[src/rtl/lsu_pkg.sv]
// Shared types and helpers for the load/store memory port.
// State encoding, access-size codes and the byte-enable generator.
package lsu_pkg;

    typedef enum logic [1:0] {
        StIdle = 2'd0,
        StBusy = 2'd1,
        StDone = 2'd2
    } state_e;

    typedef enum logic {
        SizeWord = 1'b0,
        SizeByte = 1'b1
    } size_e;

    // Widest lane-enable vector the helper can produce; callers slice it.
    localparam int unsigned MaxBytes = 32;

    function automatic logic [MaxBytes-1:0] be_for(input int unsigned offset, input size_e size);
        logic [MaxBytes-1:0] be;
        if (size == SizeByte) begin
            be = MaxBytes'(1) << offset;
        end else begin
            be = '1;
        end
        return be;
    endfunction

endpackage

[src/rtl/lsu_lane_align.sv]
// Combinational lane handling: store replication, byte-enable generation,
// and load lane extraction with zero/sign extension (little-endian lanes).
module lsu_lane_align
    import lsu_pkg::*;
#(
    parameter int unsigned DATA_W = 16,
    localparam int unsigned BYTES = DATA_W / 8,
    localparam int unsigned OFF_W = $clog2(BYTES)
) (
    input  logic [OFF_W-1:0]  offset,
    input  size_e             size,
    input  logic              sign_ext,
    input  logic [DATA_W-1:0] wdata_in,
    input  logic [DATA_W-1:0] rdata_in,
    output logic [BYTES-1:0]  be,
    output logic [DATA_W-1:0] wdata_out,
    output logic [DATA_W-1:0] rdata_out
);

    logic [MaxBytes-1:0] be_full;
    logic [7:0]          lane;

    always_comb begin
        be_full = be_for(int'(offset), size);
        be      = be_full[BYTES-1:0];

        if (size == SizeByte) begin
            wdata_out = {BYTES{wdata_in[7:0]}};
        end else begin
            wdata_out = wdata_in;
        end

        lane = rdata_in[{offset, 3'b000} +: 8];
        if (size == SizeByte) begin
            rdata_out = {{(DATA_W-8){sign_ext & lane[7]}}, lane};
        end else begin
            rdata_out = rdata_in;
        end
    end

endmodule

[src/rtl/lsu_mem_port.sv]
// Load/store memory port: latches a memory-stage access, runs a req/ack
// handshake with a timeout, and returns a registered one-cycle response.
module lsu_mem_port
    import lsu_pkg::*;
#(
    parameter int unsigned DATA_W  = 16,
    parameter int unsigned ADDR_W  = 16,
    parameter int unsigned RD_W    = 4,
    parameter int unsigned TIMEOUT = 255,
    localparam int unsigned BYTES  = DATA_W / 8,
    localparam int unsigned OFF_W  = $clog2(BYTES)
) (
    input  logic              clock,
    input  logic              rst,
    input  logic              req_valid,
    input  logic              req_write,
    input  logic              req_byte,
    input  logic              req_signed,
    input  logic [ADDR_W-1:0] req_addr,
    input  logic [DATA_W-1:0] req_wdata,
    input  logic [RD_W-1:0]   req_rd,
    output logic              stall,
    output logic              resp_valid,
    output logic [DATA_W-1:0] resp_rdata,
    output logic [RD_W-1:0]   resp_rd,
    output logic              resp_err,
    output logic              mem_req,
    output logic              mem_we,
    output logic [ADDR_W-1:0] mem_addr,
    output logic [BYTES-1:0]  mem_be,
    output logic [DATA_W-1:0] mem_wdata,
    input  logic              mem_ack,
    input  logic [DATA_W-1:0] mem_rdata
);

    localparam int unsigned CNT_W = 16;
    localparam logic [CNT_W-1:0] CntLast = CNT_W'(TIMEOUT - 1);

    state_e            state_q, state_d;
    logic [CNT_W-1:0]  cnt_q, cnt_d;

    logic              we_q;
    size_e             size_q;
    logic              signed_q;
    logic [ADDR_W-1:0] addr_q;
    logic [DATA_W-1:0] wdata_q;
    logic [RD_W-1:0]   rd_q;

    logic              resp_valid_q, resp_valid_d;
    logic [DATA_W-1:0] resp_rdata_q, resp_rdata_d;
    logic [RD_W-1:0]   resp_rd_q, resp_rd_d;
    logic              resp_err_q, resp_err_d;

    logic              accept;
    logic              misaligned;
    logic              busy;
    logic [BYTES-1:0]  st_be;
    logic [DATA_W-1:0] st_wdata;
    logic [DATA_W-1:0] ld_rdata;
    logic [BYTES-1:0]  ld_be_unused;
    logic [DATA_W-1:0] ld_wdata_unused;
    logic [DATA_W-1:0] st_rdata_unused;

    assign accept     = (state_q == StIdle) && req_valid;
    assign misaligned = !req_byte && (req_addr[OFF_W-1:0] != '0);
    assign busy       = (state_q == StBusy);

    lsu_lane_align #(
        .DATA_W (DATA_W)
    ) u_store_align (
        .offset    (addr_q[OFF_W-1:0]),
        .size      (size_q),
        .sign_ext  (1'b0),
        .wdata_in  (wdata_q),
        .rdata_in  ('0),
        .be        (st_be),
        .wdata_out (st_wdata),
        .rdata_out (st_rdata_unused)
    );

    lsu_lane_align #(
        .DATA_W (DATA_W)
    ) u_load_align (
        .offset    (addr_q[OFF_W-1:0]),
        .size      (size_q),
        .sign_ext  (signed_q),
        .wdata_in  ('0),
        .rdata_in  (mem_rdata),
        .be        (ld_be_unused),
        .wdata_out (ld_wdata_unused),
        .rdata_out (ld_rdata)
    );

    always_ff @(posedge clock or posedge rst) begin
        if (rst) begin
            we_q     <= 1'b0;
            size_q   <= SizeWord;
            signed_q <= 1'b0;
            addr_q   <= '0;
            wdata_q  <= '0;
            rd_q     <= '0;
        end else if (accept) begin
            we_q     <= req_write;
            size_q   <= req_byte ? SizeByte : SizeWord;
            signed_q <= req_signed;
            addr_q   <= req_addr;
            wdata_q  <= req_wdata;
            rd_q     <= req_rd;
        end
    end

    always_ff @(posedge clock or posedge rst) begin
        if (rst) begin
            state_q      <= StIdle;
            cnt_q        <= '0;
            resp_valid_q <= 1'b0;
            resp_rdata_q <= '0;
            resp_rd_q    <= '0;
            resp_err_q   <= 1'b0;
        end else begin
            state_q      <= state_d;
            cnt_q        <= cnt_d;
            resp_valid_q <= resp_valid_d;
            resp_rdata_q <= resp_rdata_d;
            resp_rd_q    <= resp_rd_d;
            resp_err_q   <= resp_err_d;
        end
    end

    // Response registers are only loaded on the transition into DONE, so they
    // read as zero in every other cycle.
    always_comb begin
        state_d      = state_q;
        cnt_d        = cnt_q;
        resp_valid_d = 1'b0;
        resp_rdata_d = '0;
        resp_rd_d    = '0;
        resp_err_d   = 1'b0;
        stall        = 1'b0;

        unique case (state_q)
            StIdle: begin
                if (req_valid) begin
                    stall = 1'b1;
                    cnt_d = '0;
                    if (misaligned) begin
                        state_d      = StDone;
                        resp_valid_d = 1'b1;
                        resp_err_d   = 1'b1;
                        resp_rd_d    = req_rd;
                    end else begin
                        state_d = StBusy;
                    end
                end
            end
            StBusy: begin
                stall = 1'b1;
                if (mem_ack) begin
                    state_d      = StDone;
                    resp_valid_d = 1'b1;
                    resp_rd_d    = rd_q;
                    resp_rdata_d = we_q ? '0 : ld_rdata;
                end else if (cnt_q == CntLast) begin
                    state_d      = StDone;
                    resp_valid_d = 1'b1;
                    resp_rd_d    = rd_q;
                    resp_err_d   = 1'b1;
                end else begin
                    cnt_d = cnt_q + 1'b1;
                end
            end
            StDone: begin
                state_d = StIdle;
            end
            default: begin
                state_d = StIdle;
            end
        endcase
    end

    // Memory-side outputs decode from state so a reset drops them immediately.
    assign mem_req   = busy;
    assign mem_we    = busy & we_q;
    assign mem_addr  = busy ? addr_q : '0;
    assign mem_be    = busy ? st_be : '0;
    assign mem_wdata = busy ? st_wdata : '0;

    assign resp_valid = resp_valid_q;
    assign resp_rdata = resp_rdata_q;
    assign resp_rd    = resp_rd_q;
    assign resp_err   = resp_err_q;

endmodule

[config.mk]
export PLATFORM = sky130hd
export DESIGN_NAME = lsu_mem_port
export DESIGN_NICKNAME = d
export VERILOG_FILES = /design/src/rtl/lsu_pkg.sv /design/src/rtl/lsu_lane_align.sv /design/src/rtl/lsu_mem_port.sv
export SDC_FILE = /design/constraint.sdc
export NUM_CORES = 1
export LEC_CHECK = 0
export CAP_MARGIN = 20
export CELL_PAD_IN_SITES_DETAIL_PLACEMENT = 2
export CELL_PAD_IN_SITES_GLOBAL_PLACEMENT = 2
export CORE_MARGIN = 4
export CORE_UTILIZATION = 30
export DETAILED_ROUTE_END_ITERATION = 10
export PLACE_DENSITY_LB_ADDON = 0.1
export SLEW_MARGIN = 20
export SYNTH_ARGS = -nofsm -noshare
export SYNTH_HDL_FRONTEND = slang
export SYNTH_SLANG_ARGS = --single-unit
[constraint.sdc]
create_clock -name clock -period 3.9 [get_ports clock]
set_input_delay 0.78 -clock clock [delete_from_list [all_inputs] [get_ports clock]]
set_output_delay 0.78 -clock clock [all_outputs]
set_load 0.01 [all_outputs]
# Yosys cells after proc, flatten, opt, wreduce, memory -nomap -nowiden

Index checks and enable logic that the tools add are counted.

Output and inout port bits: 59
Register bits after elaboration: 79
Bits of input ports: 59
Word-level logic and storage cells: 63

Equal/unequal tests: 6
Mux-type cells: 33
Bitwise gates (word level): 2
Add/sub/neg operators: 1
Reduce and logical (&&, ||, !) cells: 7
Shift operators: 2

Operators with widths:

| cell                    | number |
|---|---|
| $mux W16                | 10 |
| $pmux W16 S2            | 1 |
| $add A16 B1 Y16 const B | 1 |
| $eq A16 B8 Y1 const B   | 1 |
| $mux W4                 | 4 |
| $shiftx A16 B5 Y8       | 1 |
| $mux W2                 | 6 |
| $pmux W4 S2             | 1 |
| $mux W1                 | 7 |
| $ne A2 B2 Y1 const B    | 3 |
| $pmux W1 S2             | 3 |
| $pmux W2 S2             | 1 |
| $reduce_and A4 Y1       | 1 |
| $ne A3 B2 Y1 const B    | 1 |
| $and A1 B1 Y1           | 2 |
| $eq A2 B1 Y1 const B    | 1 |
| $logic_and A1 B1 Y1     | 2 |
| $logic_not A2 Y1        | 1 |
| $reduce_and A2 Y1       | 1 |
| $reduce_bool A2 Y1      | 1 |
| $shl A1 B1 Y2 const A   | 1 |
| $logic_not A1 Y1        | 1 |

# Longest topological paths before layout

Gate-level depths: netlist (run 1).

Depth after elaboration: 6
Gate-level depth with buffers: 8
Gate-level depth less buffers: 7

# By module

A second synthesis (run 1) with hierarchy kept.

Cells, all modules: 463
Area total of the unflattened synthesis: 4255.3 um^2

By module, submodules not included:

| module         | sequential area each (um^2) | cells an instance | area each (um^2) | instances |
|---|---|---|---|---|
| lsu_mem_port   | 1976.9                      | 367               | 3482.1           | 1 |
| lsu_lane_align | 0.0                         | 48                | 386.6            | 2 |

# Least setup slack after synthesis (run 1)

No wires, ideal clock.

Kind: reg-to-output
From: register state_q[1]
To: output mem_addr[10]
Arrival: 1.361 ns
Cell stages (with the launch flop): 7
Data required time: 3.120 ns
Buffers on the path: 3
Setup slack: 1.759 ns
Cell sequence: dfrtp_1 > nand2b_1 > buf_2 > inv_2 > clkbuf_1 > clkbuf_1 > and2_1

Word-level cells in the longest chain between the ends: 2

Ends and longest elaborated chain:

| item                     | RTL line            | RTL |
|---|---|---|
| start: declaration       | lsu_mem_port.sv:39  | `state_e state_q, state_d;` |
| start signal: assignment | lsu_mem_port.sv:114 | `state_q <= StIdle;` |
| start signal: assignment | lsu_mem_port.sv:121 | `state_q <= state_d;` |
| $eq A2 B1 Y1             | lsu_mem_port.sv:66  | `assign busy = (state_q == StBusy);` |
| $mux W16                 | lsu_mem_port.sv:184 | `assign mem_addr = busy ? addr_q : '0;` |
| end: declaration         | lsu_mem_port.sv:29  | `output logic [ADDR_W-1:0] mem_addr,` |

No other way between the ends.

# Worst setup path after layout (run 1)

From: input req_valid
To: output stall

Word-level cells in the longest chain between the ends: 2

Ends and longest elaborated chain:

| item               | RTL line            | RTL |
|---|---|---|
| start: declaration | lsu_mem_port.sv:15  | `input logic req_valid,` |
| $mux W1            | lsu_mem_port.sv:143 | `if (req_valid) begin` |
| $pmux W1 S2        | lsu_mem_port.sv:141 | `unique case (state_q)` |
| end: declaration   | lsu_mem_port.sv:22  | `output logic stall,` |

No other way between the ends.

==> results of run 1 <==
-- stage by stage --
| step | util | std cells |
|---|---|---|
| 6_report | 0.448 | 598 |
| 5_1_grt | 0.448 | 598 |
| 4_1_cts | 0.448 | 598 |
| 3_5_place_dp | 0.424 | 583 |
| 3_3_place_gp | 0.424 | 583 |
| 2_1_floorplan | - | 336 |
-- cells in the final DEF (no fill, tap or decap), drive strengths merged, types with 4 or more instances in the layout --
| cell | count |
|---|---|
| clkdlybuf4s50 | 117 |
| dfrtp | 79 |
| nor2 | 41 |
| mux2 | 39 |
| and2 | 26 |
| o21ai | 26 |
| a21oi | 20 |
| nand2 | 19 |
| nand3 | 14 |
| clkbuf | 14 |
| nand4 | 9 |
| mux2i | 8 |
| inv | 7 |
| a31oi | 5 |
| a22o | 4 |
| buf | 4 |
-- area by class of cell --
type | count | area, µm²
Fill cell | 1238 | 6440
Sequential cell | 79 | 1980
Multi-Input combinational cell | 232 | 1560
Timing Repair Buffer | 121 | 1200
Clock buffer | 14 | 244
Tap cell | 143 | 179
Inverter | 8 | 31.3
Clock inverter | 1 | 30.0
-- worst paths after layout --
check / from / end / slack [ns] / depth (start not counted)
worst min-delay path: state_q[1]$_DFFE_PP0P_ / state_q[1]$_DFFE_PP0P_ / 0.48 / 1
min in group asynchronous: rst / resp_valid$_DFF_PP0_ / 0.91 / 2
worst min register to register: state_q[1]$_DFFE_PP0P_ / state_q[1]$_DFFE_PP0P_ / 0.48 / 1
max in group asynchronous: rst / cnt_q[14]$_DFFE_PP0P_ / 2.24 / 3
worst max register to register: state_q[1]$_DFFE_PP0P_ / wdata_q[0]$_DFFE_PP0P_ / 1.62 / 5
worst max-delay path: req_valid / stall / 0.89 / 4
-- metal layers --
metal / vias up / share of wire / routed length [µm]
li1: 1399 / - / -
met1: 1481 / 0.43 / 4870
met2: 81 / 0.50 / 5740
met3: 10 / 0.056 / 642
met4: 0 / 0.017 / 193
met5: - / 0 / 0
-- worst max-delay path: cells and delay by family --
family          cells  cell delay [ns]
buf+inv             3             1.04
compound gates      1             0.40
-- sequential cells by signal (all words and copies together) (netlist names), 2 cells and up --
| register | flops |
|---|---|
| addr_q | 16 |
| resp_rdata | 16 |
| rd_q | 4 |
| resp_rd | 4 |
| cnt_q | 16 |
| state_q | 2 |
| wdata_q | 16 |
-- power breakdown --
part / internal [mW] / switching, mW
clock: 0.494 / 0.314
sequential: 1.09 / 0.215
combinational: 0.852 / 0.739
-- kinds of logic (layout without fill, tap and decap cells) --
group	after synthesis	count (layout)	share of synthesized area
AND/OR/NAND/NOR	122	122	0.175
flip-flops	79	79	0.543
AO/OA/AOI/OAI	61	61	0.103
multiplexers	47	47	0.143
buffers and inverters	25	144	0.0292
adder cells (fa/ha/maj)	2	2	0.00687
==> results.md, run 1 <==
* Post-synthesis sequential area ratio at 0.543
* # setup viols final at 0
* HPWL Detailed at 8020 µm
* CP Data Required Time at roughly 3.1 ns
* Post_cts resized at 0
* Nets at 512
* Initial core utilization at 0.312
* Post-CTS Hold Buffers at 0
* Syn_nets at a little under 400
* Slowest-stage cell, CP: clkdlybuf4s50_1
* Crit path time final at between 3 and 4 ns
* Relative slew slack at 0.436
* DRC viols at 0
* GRT met2 Usage at 0.284
* Syn Inst Count at 336
* Max incr delay on CP at around 0.51 ns
* Synth area leaders: dfrtp_1 (54%), mux2_2 (9.6%), and2_1 (4.5%), nor2_1 (4.1%), o21ai_1 (2.9%)
* Die height at approximately 120 µm
* Vias at 2,971
* Final worst path period share at 0.771
* Later-pin clock latency in the skew report at around 0.34 ns
* Max_cap viols at 0
* CP Launch Type: input pin
* Synth async-reset ratio at 1.00
* Total congestion overflow at 0
* RSZ-0062 raised after global routing: false
* Critical Path AT at between 2 and 2.5 ns
* CP Class: input pin to output pin
* Status: finished, final reports clean
* Total power at 3.70 mW
* Number of H-tree levels at 3
* Pwr Density at approximately 710 mW/mm²
* Chip width at between 100 and 150 µm
* Routed wire per std cell at roughly 19 µm
* Most frequent CP cell: clkdlybuf4s50_1
* Final Hold Vio Count at 0
* Setup Buffers After CTS at 0
* Maximum vdd drop at between 0.2 and 0.3 mV
* Routed WL at 11,400 µm
* DR vias/cell at slightly below 5
* Max-slew violation count at 0
* Final Cell Area at 0.00523 mm²
* Worst Setup End Kind: output pin
* Routed Antenna Nets at 0
* Core ar. at 0.0117 mm²
* Peak Freq at 332 MHz
* Synth Register Bits at 79
* Clk slew on worst S/H paths at 0.05 ns
* Full die area at 0.0140 mm²
* First DRT Iteration DRCs at a little over 100
* Initial DRT Pass Iterations at 4
* Post-synth EDFFs at 0
* Global routing usage on met1 at 0.198
* Port bufs at 117
* Leakage at 2.18 nW
* Routing usage on met3 at 0.0468
* Num rows at 39
* First-pass GRT wire length at ~18,000 µm
* Synth cell count leaders: dfrtp_1 (79), nor2_1 (40), mux2_2 (31), and2_1 (26), o21ai_1 (21)
* PnR worst setup slack at between 0.8 and 0.9 ns
* Mapped Avg Cell Area at between 10 and 15 µm²
* TritonCTS clock tree: done
* Top_reg_cell synth: dfrtp_1
* Clock Path Buffers at 2
* Most Crowded Layer GR: met2
* Yosys cell types at 40
* Layout cells sized above 1 at 0.125
* Worst min path class: flop to flop
* Sink Count at 79
* Final GP Congestion at ~0.74
* Root buffer cell: clkbuf_16
* Layout area overhead at 43.6%
* Synth Cell Area at roughly 0.0036 mm²
* Pin count of the biggest net entering global routing at 47
* GRT Total Usage at 0.166
* Number of global-route vias before repair at 3,362
* Top Ports at roughly 120
* Worst path cell trace: clkdlybuf4s50_1 -> o21bai_2 -> inv_1 -> clkdlybuf4s50_1
* CP max FO at 9
* Setup slack at placement at between 0.9 and 1 ns
* Synth warn at 0
* Synth area leader: dfrtp_1
* Total CTS buffers at 9
* Synth top area share at 0.543
* Setup Skew at about 0.0042 ns
* Setup TNS at 0 ns
* Initial antenna violation count at 0
* WHS at 0.479 ns
* Most common cell in the netlist: dfrtp_1
* Worst-Margin Slew at about 0.85 ns
* Placement Cell Area at between 0.004 and 0.005 mm²
* Ant. Diodes at 0
Note: power is estimated with default switching activity, not from simulation.
==> run 2, diff against run 1 <==
--- a/config.mk
+++ b/config.mk
@@ -9,7 +9,7 @@
 export CELL_PAD_IN_SITES_DETAIL_PLACEMENT = 2
 export CELL_PAD_IN_SITES_GLOBAL_PLACEMENT = 2
 export CORE_MARGIN = 4
-export CORE_UTILIZATION = 30
+export CORE_UTILIZATION = 28
 export DETAILED_ROUTE_END_ITERATION = 10
 export PLACE_DENSITY_LB_ADDON = 0.1
 export SLEW_MARGIN = 20
==> constraint.sdc (replaced) <==
create_clock -name clock -period 3 [get_ports clock]
set_input_delay 0.6 -clock clock [delete_from_list [all_inputs] [get_ports clock]]
set_output_delay 0.6 -clock clock [all_outputs]
set_load 0.01 [all_outputs]
==> run 2 against run 1 <==
Clock skew rose by 0.0031 ns. Global-route usage fell by 0.34 points. Clock power rose by 34%. Die area rose by 6.7%. Flip-flop and latch count did not move. Register-to-register slack got worse by 0.93 ns. First-iteration DRC count fell by 8.8%. Cell count rose by 5.5%. Sequential share of layout area fell by 0.64 points. Power rose by 32%. Critical path type is now flop to output pin.
==> results.md, run 2 (synthesis results as in run 1) <==
* First DRT Iteration DRCs at 93
* Peak Freq at around 370 MHz
* Status: finished, final reports clean
* CP Data Required Time at roughly 2.4 ns
* DR vias/cell at a little under 5
* Final GP Congestion at about 0.74
* Max-slew violation count at 0
* Total congestion overflow at 0
* Most common cell after layout, fill and taps aside: clkdlybuf4s50_1
* Total power at approximately 4.9 mW
* Vias at just over 3,000
* Worst min path class: flop to flop
* Worst Setup End Kind: output pin
* Commonest cells after routing, fill and taps aside: clkdlybuf4s50_1 (117), dfrtp_1 (79), nor2_1 (40)
* Dpl cells at 615
* Placement Cell Area at about 0.005 mm²
* Later-pin clock latency in the skew report at roughly 0.33 ns
* Core ar. at between 0.01 and 0.015 mm²
* CP Class: flop to output pin
* Non-Filler Instances at roughly 630
* Setup Buffers After CTS at 0
* Routed Antenna Nets at 0
* Full die area at about 0.015 mm²
* Nets at 515
* Layout area overhead at 45.9%
* Worst-Margin Slew at about 0.63 ns
* FF-to-FF setup slack at between 0.6 and 0.7 ns
* Initial core utilization at 0.287
* HPWL Detailed at roughly 8000 µm
* Pwr Density at slightly above 900 mW/mm²
* Initial antenna violation count at 0
* Relative slew slack at 0.583
* PnR worst setup slack at approximately 0.28 ns
* Fillers at between 1,000 and 1,500
* TritonCTS clock tree: done
* Sink Count at between 70 and 80
* Setup slack at placement at roughly 0.58 ns
* Clk slew on worst S/H paths at 0.06 ns
* Post_cts resized at 0
* Total CTS buffers at 9
* Layout cells sized above 1 at 0.139
* Ant. Diodes at 0
* # setup viols final at 0
* Number of H-tree levels at 3
* Final Cell Area at 0.00531 mm²
* Crit path time final at around 2.7 ns
* First-pass GRT wire length at about 19,000 µm
* Number of global-route vias before repair at 3,543
* Final Hold Vio Count at 0
* Critical Path AT at about 2.1 ns
* Num rows at a little over 40
* Final worst path period share at 0.908
* Setup TNS at 0 ns
* Port bufs at 117
* Util after Layout at 0.419
* Pin count of the biggest net entering global routing at 42
* Die height at between 100 and 150 µm
* Post-CTS Hold Buffers at 0
* Max_cap viols at 0
* Root buffer cell: clkbuf_16
* Chip width at ~120 µm
* Setup Skew at around 0.0073 ns
* Clock Path Buffers at 2
* Top Ports at 118
* Routed wire per std cell at ~18 µm
* CP max FO at 32
* Routed WL at between 10,000 and 15,000 µm
* Maximum vdd drop at 0.341 mV
* CP Launch Type: flop
* GRT Total Usage at 0.163
* DRC viols at 0
* RSZ-0062 raised after global routing: false
* Leakage at roughly 2.2 nW
* WHS at just under 0.5 ns
* Initial DRT Pass Iterations at 4
[run 2: final timing paths]
path / start / endpoint / depth (start not counted)
worst max-delay path: state_q[1]$_DFFE_PP0P_ / mem_addr[14] / 4
worst min-delay path: state_q[1]$_DFFE_PP0P_ / state_q[1]$_DFFE_PP0P_ / 1
worst max register to register: cnt_q[0]$_DFFE_PP0P_ / cnt_q[9]$_DFFE_PP0P_ / 7
worst min register to register: state_q[1]$_DFFE_PP0P_ / state_q[1]$_DFFE_PP0P_ / 1
max in group asynchronous: rst / resp_valid$_DFF_PP0_ / 3
min in group asynchronous: rst / wdata_q[12]$_DFFE_PP0P_ / 2
[run 2: report_power, final]
group / switching (mW) / internal [mW]
sequential: 0.247 / 1.42
clock: 0.434 / 0.642
combinational: 1.00 / 1.13
[run 2: cell type report]
| cell class | instances | area (µm²) | area share |
|---|---|---|---|
| Sequential cell | 79 | 1980 | 0.372 |
| Multi-Input combinational cell | 232 | 1560 | 0.294 |
| Timing Repair Buffer | 124 | 1240 | 0.233 |
| Clock buffer | 10 | 229 | 0.0431 |
| Tap cell | 172 | 215 | 0.0405 |
| Clock inverter | 6 | 61.3 | 0.0115 |
| Inverter | 8 | 31.3 | 0.00589 |
[run 2: critical path, cell delays in order (launching register included)]
cell	delay [ns]
dfrtp_1	0.40
nand2b_1	0.18
inv_2	0.43
and2_1	0.23
clkdlybuf4s50_1	0.54
[run 2: routing by layer]
layer  routed length, µm  global-route usage  share of wire  vias to the layer above
met5                   0                   0              0                        -
met3                 787              0.0622          0.068                       10
met4                 112              0.0399         0.0097                        0
met2                6140               0.286           0.53                       64
li1                    -                   -              -                     1401
met1                4500               0.187           0.39                     1570
==> run 3, diff against run 2 <==
--- a/config.mk
+++ b/config.mk
@@ -8,7 +8,6 @@
 export CAP_MARGIN = 20
 export CELL_PAD_IN_SITES_DETAIL_PLACEMENT = 2
 export CELL_PAD_IN_SITES_GLOBAL_PLACEMENT = 2
-export CORE_MARGIN = 4
 export CORE_UTILIZATION = 28
 export DETAILED_ROUTE_END_ITERATION = 10
 export PLACE_DENSITY_LB_ADDON = 0.1
==> run 3 against run 2 <==
Power shrank 1.3%. Critical path type unchanged. Largest cell class unchanged. Critical path depth is the same. Flip-flop and latch count is the same. Final area shrank 0.40%.
==> results.md, run 3 (synthesis results as in run 1) <==
* Initial DRT Pass Iterations at 4
* Max-slew violation count at 0
* Status: finished, final reports clean
* Initial core utilization at 0.287
* Post_cts resized at 0
* PnR worst setup slack at between 0.2 and 0.25 ns
* RSZ-0062 raised after global routing: false
* Util after Layout at 0.417
* Root buffer cell: clkbuf_16
* Sink Count at a little under 80
* Setup Skew at roughly 0.0054 ns
* Max incr delay on CP at between 0.5 and 0.6 ns
* Worst-Margin Slew at around 0.73 ns
* Relative slew slack at 0.516
* Final GP Congestion at 0.713
* CP max FO at 32
* HPWL Detailed at between 7000 and 8000 µm
* GRT Total Usage at 0.174
* Fillers at ~1,400
* First-pass GRT wire length at around 18,000 µm
* Worst path cell trace: nand2b_1 -> inv_2 -> and2_1 -> clkdlybuf4s50_1
* Total congestion overflow at 0
* Peak Freq at 359 MHz
* Post-CTS Hold Buffers at 0
* Pin count of the biggest net entering global routing at 80
* Most common cell after layout, fill and taps aside: clkdlybuf4s50_1
* Internal power at 3.15 mW
* Clock Power Share at 0.216
* Layout area overhead at 45.3%
* Final Cell Area at approximately 0.0053 mm²
* First DRT Iteration DRCs at 66
* Final worst path period share at 0.929
* Layout cells sized above 1 at 0.138
* Full die area at 0.0135 mm²
* Routed wire per std cell at 17.4 µm
* Number of H-tree levels at 3
* CP Data Required Time at between 2 and 2.5 ns
* Commonest cells after routing, fill and taps aside: clkdlybuf4s50_1 (117), dfrtp_1 (79), nor2_1 (40)
* Initial antenna violation count at 0
* Routed Antenna Nets at 0
* FF-to-FF setup slack at ~0.79 ns
* Worst Setup End Kind: output pin
* Sw Share at 0.346
* Pwr Density at 910 mW/mm²
* CP delay by family, top: buffers and inverters
* Register area at about 0.0020 mm²
* Worst Path Buf+Inv at 2
* DR vias/cell at about 4.8
* Final Hold Vio Count at 0
* Logic pwr share at 0.439
* Die height at between 100 and 150 µm
* Setup Buffers After CTS at 0
* WHS at about 0.48 ns
* Clock Path Buffers at 2
* Number of global-route vias before repair at around 3,400
* Slowest-stage cell, CP: clkdlybuf4s50_1
* Setup slack at placement at between 0.4 and 0.5 ns
* Top Ports at roughly 120
* Maximum vdd drop at 0.312 mV
* Crit path time final at ~2.8 ns
* Later-pin clock latency in the skew report at between 0.3 and 0.4 ns
* Max_cap viols at 0
* Num rows at between 40 and 50
* Chip width at about 120 µm
* Vias at approximately 3,000
* Ant. Diodes at 0
* Area occupied by multi-input gates at between 0.0015 and 0.002 mm²
* Power share of the sequential group at 0.346
* Leakage at 2.20 nW
* Net Sw Power at between 1.5 and 2 mW
* Clk slew on worst S/H paths at 0.06 ns
* Worst min path class: flop to flop
* Setup TNS at 0 ns
* DRC viols at 0
* Critical Path AT at around 2.2 ns
* Core ar. at around 0.013 mm²
* TritonCTS clock tree: done
* CP Class: flop to output pin
* Port bufs at 117
* CP Launch Type: flop
* Total CTS buffers at 9
* Routed WL at between 10,000 and 15,000 µm
* # setup viols final at 0
* Nets at approximately 510
* Placement Cell Area at 0.00501 mm²
run 3: worst paths after layout:
path | startpoint | end | cells after the start
setup / recovery | state_q[1]$_DFFE_PP0P_ | mem_wdata[6] | 4
hold / removal | addr_q[14]$_DFFE_PP0P_ | addr_q[14]$_DFFE_PP0P_ | 1
setup reg to reg | cnt_q[0]$_DFFE_PP0P_ | cnt_q[11]$_DFFE_PP0P_ | 7
hold reg to reg | addr_q[14]$_DFFE_PP0P_ | addr_q[14]$_DFFE_PP0P_ | 1
max in group asynchronous | rst | cnt_q[12]$_DFFE_PP0P_ | 3
min in group asynchronous | rst | resp_rdata[14]$_DFF_PP0_ | 3
run 3: area by class of cell:
type                    count  share of cell area
multi-input cells         232               0.295
well taps                 172              0.0407
inverters                   8             0.00591
clock inverters             4             0.00378
repair buffers            123               0.232
flip-flops and latches     79               0.374
clock buffers              12              0.0485
run 3: routing by layer:
metal / up-vias / track usage / part of all wire
met5: - / 0 / 0
met4: 0 / 0.0726 / 0.018
li1: 1402 / - / -
met2: 68 / 0.289 / 0.50
met3: 14 / 0.0513 / 0.057
met1: 1535 / 0.211 / 0.42
run 3: worst reg2reg max path, stage by stage, from the launching register on:
cell and delay, ns:
dfrtp_1 0.44, inv_1 0.08, ha_1 0.17, nor4b_2 0.37, nand4_2 0.23, a21oi_2 0.58, o21ai_1 0.16, o21ai_1 0.10
run 3: power by group through the flow:
stage / combinational [mW] / clock, mW / sequential (mW)
after floorplan: 1.25 / 0 / 1.59
after global placement: 2.11 / 0 / 1.67
after detailed placement: 2.14 / 0 / 1.69
after CTS: 2.17 / 1.08 / 1.68
after global routing: 2.33 / 1.12 / 1.72
final: 2.11 / 1.04 / 1.66
run 3: per-stage QoR:
step	power [mW]	std cells
after floorplan	2.84	336
after global placement	3.77	614
after detailed placement	3.83	614
after CTS	4.93	630
after global routing	5.17	630
final	4.81	630
